`src/rtl/sync_fifo_param.sv`:
```
// ---------------------------------------------------------------------------
// sync_fifo_param
//   Single-clock FIFO with show-ahead (first-word-fall-through) read data,
//   occupancy count, programmable almost-full / almost-empty thresholds and
//   registered overflow / underflow error pulses.
//
// Parameters
//   DATA_W   : data width in bits (>= 1)
//   DEPTH    : entry count, power of two (>= 2)
//   AF_LEVEL : almost_full when count >= AF_LEVEL (1..DEPTH)
//   AE_LEVEL : almost_empty when count <= AE_LEVEL (0..DEPTH-1)
//
// Ports
//   i_clock          : sole clock, rising edge
//   i_reset          : synchronous active-high reset
//   i_clear          : synchronous flush, lower priority than reset
//   i_data_in        : write data, sampled on an accepted write
//   i_write          : write request
//   i_read           : read request, pops the head entry
//   o_data_out       : head entry, 0 when empty
//   o_full           : count == DEPTH
//   o_empty          : count == 0
//   o_almost_full    : count >= AF_LEVEL
//   o_almost_empty   : count <= AE_LEVEL
//   o_count          : occupancy 0..DEPTH
//   o_overflow       : write rejected on the previous edge
//   o_underflow      : read rejected on the previous edge
// ---------------------------------------------------------------------------
module sync_fifo_param #(
  parameter int DATA_W   = 32,
  parameter int DEPTH    = 8,
  parameter int AF_LEVEL = DEPTH - 1,
  parameter int AE_LEVEL = 1
) (
  input  logic                       i_clock,
  input  logic                       i_reset,
  input  logic                       i_clear,
  input  logic [DATA_W-1:0]          i_data_in,
  input  logic                       i_write,
  input  logic                       i_read,
  output logic [DATA_W-1:0]          o_data_out,
  output logic                       o_full,
  output logic                       o_empty,
  output logic                       o_almost_full,
  output logic                       o_almost_empty,
  output logic [$clog2(DEPTH):0]     o_count,
  output logic                       o_overflow,
  output logic                       o_underflow
);

  localparam int AW = $clog2(DEPTH);
  localparam int CW = AW + 1;

  localparam logic [CW-1:0] FULL_C = CW'(DEPTH);
  localparam logic [CW-1:0] AF_C   = CW'(AF_LEVEL);
  localparam logic [CW-1:0] AE_C   = CW'(AE_LEVEL);

  // Storage is deliberately not reset; only control state is.
  logic [DATA_W-1:0] r_mem [DEPTH];

  logic [AW-1:0] r_wr_ptr;
  logic [AW-1:0] r_rd_ptr;
  logic [CW-1:0] r_count;
  logic          r_overflow;
  logic          r_underflow;

  logic w_full;
  logic w_empty;
  logic w_rd_acc;
  logic w_wr_acc;
  logic w_flush;

  assign w_full  = (r_count == FULL_C);
  assign w_empty = (r_count == '0);
  assign w_flush = i_reset | i_clear;

  // A write while full is legal only when the head is being popped in the
  // same cycle: the freed slot is exactly the one wr_ptr points at.
  assign w_rd_acc = i_read  & ~w_empty;
  assign w_wr_acc = i_write & (~w_full | i_read);

  // Data path: no reset, gated off during reset/clear so flushes leave
  // memory untouched.
  always_ff @(posedge i_clock) begin
    if (w_wr_acc && !w_flush) begin
      r_mem[r_wr_ptr] <= i_data_in;
    end
  end

  // Control state.
  always_ff @(posedge i_clock) begin
    if (i_reset) begin
      r_wr_ptr    <= '0;
      r_rd_ptr    <= '0;
      r_count     <= '0;
      r_overflow  <= 1'b0;
      r_underflow <= 1'b0;
    end else if (i_clear) begin
      // Requests in a clear cycle are dropped without raising errors.
      r_wr_ptr    <= '0;
      r_rd_ptr    <= '0;
      r_count     <= '0;
      r_overflow  <= 1'b0;
      r_underflow <= 1'b0;
    end else begin
      if (w_wr_acc) r_wr_ptr <= r_wr_ptr + 1'b1;
      if (w_rd_acc) r_rd_ptr <= r_rd_ptr + 1'b1;
      unique case ({w_wr_acc, w_rd_acc})
        2'b10:   r_count <= r_count + 1'b1;
        2'b01:   r_count <= r_count - 1'b1;
        default: r_count <= r_count;
      endcase
      r_overflow  <= i_write & ~w_wr_acc;
      r_underflow <= i_read  & ~w_rd_acc;
    end
  end

  // Outputs decode registered state only.
  assign o_data_out     = w_empty ? '0 : r_mem[r_rd_ptr];
  assign o_full         = w_full;
  assign o_empty        = w_empty;
  assign o_almost_full  = (r_count >= AF_C);
  assign o_almost_empty = (r_count <= AE_C);
  assign o_count        = r_count;
  assign o_overflow     = r_overflow;
  assign o_underflow    = r_underflow;

endmodule
```
`config.mk`:
```
export PLATFORM = sky130hd
export DESIGN_NAME = sync_fifo_param
export DESIGN_NICKNAME = d
export VERILOG_FILES = /design/src/rtl/sync_fifo_param.sv
export SDC_FILE = /design/constraint.sdc
export NUM_CORES = 1
export LEC_CHECK = 0
export CAP_MARGIN = 15
export CORE_UTILIZATION = 55
export CTS_CLUSTER_SIZE = 14
export DETAILED_ROUTE_END_ITERATION = 16
export PLACE_DENSITY = 0.79
export SLEW_MARGIN = 20
export SYNTH_ARGS = -nofsm -noshare
export SYNTH_HDL_FRONTEND = slang
export SYNTH_SLANG_ARGS = --single-unit
```
`constraint.sdc`:
```
create_clock -name i_clock -period 8.2 [get_ports i_clock]
set_input_delay 0.82 -clock i_clock [delete_from_list [all_inputs] [get_ports i_clock]]
set_output_delay 0.82 -clock i_clock [all_outputs]
set_load 0.005 [all_outputs]
```
==> After elaboration in Yosys (flattened, before gate mapping) <==
Memories as Yosys holds them, arrays and structs flattened. A register that Yosys moved wholly into a read port is not among the register bits.
Index checks and enable logic that the tools add are counted.
{ "word_totals": {"reg_bits": 12, "memories": 1, "word_cells": 36, "mem_bits_rw": 256, "input_bits": 37} }
{ "op_classes": {"bitwise_logic": 10, "n_addsub": 4, "n_lt_le_gt_ge": 2, "eq_ne": 3, "reduce_logical": 5, "mux": 6} }
{ "mem_list": {"columns": ["memory", "words", "width", "read_ports", "rd_ports_with_merged_regs", "wr", "line_no", "text"], "rows": [
  ["r_mem", 8, 32, 1, 1, 1, "59", "logic [DATA_W-1:0] r_mem [DEPTH];"]
]} }
{ "ops": {"columns": ["op", "n"], "rows": [
  ["two-way mux 32 bit", 1],
  ["case mux 4 bit (2 select lines)", 1],
  ["adder 3 x 1 -> 3 bit (second input constant)", 2],
  ["two-way mux 3 bit", 2],
  ["adder 4 x 1 -> 4 bit (second input constant)", 1],
  ["bitwise AND 1 bit", 4],
  ["equality test 4 bit (second input constant)", 1],
  [">= comparator 4 x 3 -> 1 bit (second input constant)", 1],
  ["less-or-equal comparator 4 x 1 -> 1 bit (second input constant)", 1],
  ["logical NOT 4 bit", 1],
  ["inverter 1 bit", 4],
  ["subtractor 4 x 1 -> 4 bit (second input constant)", 1],
  ["equality test 2 x 1 -> 1 bit (second input constant)", 1],
  ["equality test 2 bit (second input constant)", 1],
  ["two-way mux 1 bit", 2],
  ["bitwise OR 1 bit", 2],
  ["nonzero test 2 bit", 1],
  ["OR reduction 2 bit", 1],
  ["logical AND 1 bit", 1],
  ["logical NOT 1 bit", 1]
]} }

==> Logic depth before layout (Yosys ltp) <==
{ "depth": {"word_depth": 7, "depth_mapped": 9, "depth_no_buf": 9} }

==> Worst setup path before layout <==
No wires, ideal clock.
{ "synth_path": {"path_type": "in2reg", "startpoint": "input port i_clear", "endpoint": "memory r_mem[5][0] (enable)", "arrival_ns": 4.442, "path_stages": 3, "slack_ns": 3.257, "path_cell_list": "or2_2 clkbuf_1 nor4_1"} }
{ "synth_between": {"elab_chain_cells": 5} }
{ "synth_lines": {"columns": ["item", "line_no", "text"], "rows": [
  ["start, declared", "37", "input logic i_clear,"],
  ["bitwise OR 1 bit", "75", "assign w_flush = i_reset | i_clear;"],
  ["logical NOT 1 bit", "85", "if (w_wr_acc && !w_flush) begin"],
  ["logical AND 1 bit", "85", null],
  ["two-way mux 1 bit", "85", null],
  ["two-way mux 1 bit (implied by the code)", "86", "r_mem[r_wr_ptr] <= i_data_in;"],
  ["end, declared", "59", null]
]} }
No other way between the ends.

==> Worst setup path in the final report <==
{ "layout_path": {"startpoint": "register r_count[0] (netlist: o_count[0])", "endpoint": "output port o_data_out[20]"} }
{ "layout_between": {"elab_chain_cells": 2} }
{ "layout_lines": {"columns": ["item", "line_no", "text"], "rows": [
  ["start, declared", "63", "logic [CW-1:0] r_count;"],
  ["start signal, assigned", "109", "2'b10: r_count <= r_count + 1'b1;"],
  ["start signal, assigned", "110", "2'b01: r_count <= r_count - 1'b1;"],
  ["start signal, assigned", "111", "default: r_count <= r_count;"],
  ["logical NOT 4 bit", "74", "assign w_empty = (r_count == '0);"],
  ["two-way mux 32 bit", "119", "assign o_data_out = w_empty ? '0 : r_mem[r_rd_ptr];"],
  ["end, declared", "41", "output logic [DATA_W-1:0] o_data_out,"]
]} }
No other way between the ends.

==> summary.md <==
| Metric | Value |
|---|---|
| Sw Share | `20.05%` |
| CP endpoint kind | `output pin` |
| Max Cap Viol | `0` |
| RD Place Congestion | `0.7159` |
| Clock power frac | `42.0%` |
| Period utilization | `50.24%` |
| Clock Skew | `0.01401 ns` |
| Fillers | `1111` |
| RSZ-0062 raised after global routing | `false` |
| Met2 Wirelength | `10.10 mm` |
| Resize count post-CTS | `0` |
| Worst Setup Slack, final | `4.080 ns` |
| Fin crit period | `4.120 ns` |
| First-pass GRT wire length | `30.13 mm` |
| Drt wl/cell | `23.95 µm` |
| TritonCTS Buffers | `28` |
| Mapped Cells | `465` |
| Clk_lat worst skew | `0.53 ns` |
| Reg power frac | `52.9%` |
| Area of the die | `19350 µm²` |
| Req. time, crit path | `7.38 ns` |
| Critical Path Fanout Max | `32` |
| CTS Sinks | `271` |
| Synthesis Warnings | `0` |
| CP arrival | `3.30 ns` |
| Final HPWL DP | `10.93 mm` |
| Final net count | `607` |
| Pin count of the biggest net entering global routing | `53` |
| Setup TNS | `0 ns` |
| DIE HEIGHT | `139.1 µm` |
| P&R area growth vs syn | `19.21%` |
| Pwr dens | `234.0 nW/µm²` |
| Die width | `139.1 µm` |
| Failing checks | `DRC` |
| Endpoints failing hold | `0` |
| #FFs+latches synth | `271` |
| CTS clk-pin slew, worst paths | `0.06 ns` |
| Vias in the first global route | `5305` |
| Commonest cells after routing, fill and taps aside | `256 x edfxtp_1, 78 x clkdlybuf4s50_1, 64 x mux4_2` |
| Status | `complete, but fails checks` |
| Ys async rst share | `0%` |
| Pre-antenna DRT Iters | `13` |
| GRT Resource Usage Total | `20.85%` |
| Int Power | `2.306 mW` |
| Peak supply drop | `0.1705 mV` |
| CTS tree | `built` |
| Switching pwr | `0.5781 mW` |
| EDFF count, synth | `256` |
| Initial antenna violation count | `1` |
| Register area share after synthesis | `77.26%` |
| Leakage | `3.866 nW` |
| DR vias/cell | `6.119` |
| 1st-iter DRT viols | `430` |
| Buf+Inv Stages, Crit Path | `3` |
| Detail Route Antenna Nets | `0` |
| Post-CTS setup buffers | `0` |
| # diodes | `0` |
| Initial Util | `56.78%` |
| CP max stage delay | `0.79 ns` |
| Fmax | `0.2427 GHz` |
| Metal3 WL | `1.117 mm` |
| Buffers on Ports | `78` |
| Row count | `49` |
| Vias | `4981` |
| Ys flop type | `edfxtp_1` |
| H-tree depth | `1` |
| Post-Syn Nets | `509` |
| Worst Tran Pin Value | `1.055 ns` |
| Avg Cell Area, Syn | `22.23 µm²` |
| CORE AREA | `18210 µm²` |
| Commonest non-fill, non-tap cell in the layout | `edfxtp_1` |
| Critical Path Slowest Stage Cell | `nor2_4` |
| Setup Viol. Count Final | `0` |
| M1 wire length | `8.016 mm` |
| WL final | `19.49 mm` |
| Worst path cell trace | `inv_1 -> ha_1 -> or3b_4 -> inv_2 -> nor2_4 -> a22o_1 -> clkdlybuf4s50_1` |
| I/O Pins | `79` |
| Comb power frac | `5.0%` |
| Maximum clock insertion buffer count | `3` |
| Worst slack, placed | `4.561 ns` |
| Unique masters post-synth | `42` |
| Slew Viols, Final | `0` |
| DR DRC count | `2` |
| Layout cells sized above 1 | `23.76%` |
| DR top layer | `met4` |
| Hold Crit Class | `flop to flop` |
| Grt ovf | `0` |
| Mapped Area | `10340 µm²` |
| Top delay family on crit path | `simple AND/OR/NAND/NOR gates` |
| Layout Utilization | `67.68%` |
| Worst slew margin | `29.07%` |
| Root Driver | `clkbuf_16` |
| Crit path kind | `flop to output pin` |
| Critical Path Source Type | `flop` |
| Cts hold-fix bufs | `0` |
cells in the mapped netlist (3+ instances only):
| master | count | share of area (%) |
|---|---|---|
| buf_2 | 8 | 0.39 |
| dfxtp_1 | 15 | 2.9 |
| inv_1 | 5 | 0.18 |
| a21oi_1 | 7 | 0.34 |
| buf_6 | 5 | 0.54 |
| nor2_1 | 8 | 0.29 |
| mux4_2 | 64 | 14 |
| o21ai_1 | 3 | 0.15 |
| edfxtp_1 | 256 | 74 |
| clkbuf_1 | 6 | 0.22 |
| nor3_1 | 4 | 0.19 |
| ha_1 | 7 | 0.85 |
| nand2_1 | 6 | 0.22 |
| a22o_1 | 30 | 2.5 |
| o21ai_0 | 4 | 0.19 |
| buf_1 | 4 | 0.15 |
flip-flops by register name, summed over array words and instances, names as in the netlist, named ones only:
register and cells:
o_overflow 1, r_mem 256, r_wr_ptr 3, o_count 4
r_rd_ptr 3, o_underflow 1
path summary, 6_finish.rpt:
kind          startpoint  cells past startpoint              to  slack, ns
max           o_count[0]                      7  o_data_out[20]       4.08
min          r_rd_ptr[2]                      2            flop       0.51
max reg2reg   o_count[0]                      7    r_mem[5][14]       5.14
min reg2reg  r_rd_ptr[2]                      2            flop       0.51
power groups by stage:
stage                     logic (mW)  registers [mW]  clock network (mW)
final                          0.144            1.53                1.21
after global routing           0.155            1.53                1.28
after CTS                      0.146            1.53                1.23
after detailed placement       0.144            1.56                   0
after global placement         0.141            1.56                   0
after floorplan               0.0634            1.55                   0
through the flow:
stage | power, mW | instance area [µm²] | instances | hold slack (ns)
final | 2.884 | 12320 | 814 | 0.5068
after global routing | 2.963 | 12320 | 814 | 0.5120
after CTS | 2.902 | 12320 | 814 | 0.5031
after detailed placement | 1.700 | 11430 | 762 | 0.4978
after global placement | 1.696 | 11430 | 762 | 0.4611
after floorplan | 1.618 | 10340 | 465 | 0.4529
worst min-delay path, delay by kind of cell (launching register included):
| family | cells | cell delay, ns |
|---|---|---|
| DFF | 1 | 0.32 |
| AOI/OAI and AO/OA | 2 | 0.14 |
area by class of cell:
| class | instances | area [µm²] | share of cell area, % |
|---|---|---|---|
| clock buffer | 33 | 740.7 | 6.010 |
| clock inverter | 19 | 147.6 | 1.198 |
| inverter | 6 | 22.52 | 0.1827 |
| multi-input combinational | 164 | 2245 | 18.21 |
| sequential | 271 | 7993 | 64.85 |
| tap | 229 | 286.5 | 2.325 |
| timing repair buffer | 92 | 889.6 | 7.218 |
cell families after synthesis:
| kind of cell | share of synthesized area [%] |
|---|---|
| buffers and inverters | 1.561 |
| muxes | 14.04 |
| xor gates and xnor gates | 0.1695 |
| AOI/OAI and AO/OA | 3.752 |
| and+or+nand+nor | 2.372 |
| adders and majority gates | 0.8471 |
| DFF | 77.26 |
metal layers:
layer  global-route usage, %  up-vias
li1                        -     2169
met1                   27.88     2600
met2                   36.31      183
met3                   3.522       29
met4                   4.561        0
met5                       0        -
No activity file was read; power rests on OpenSTA's default activity.
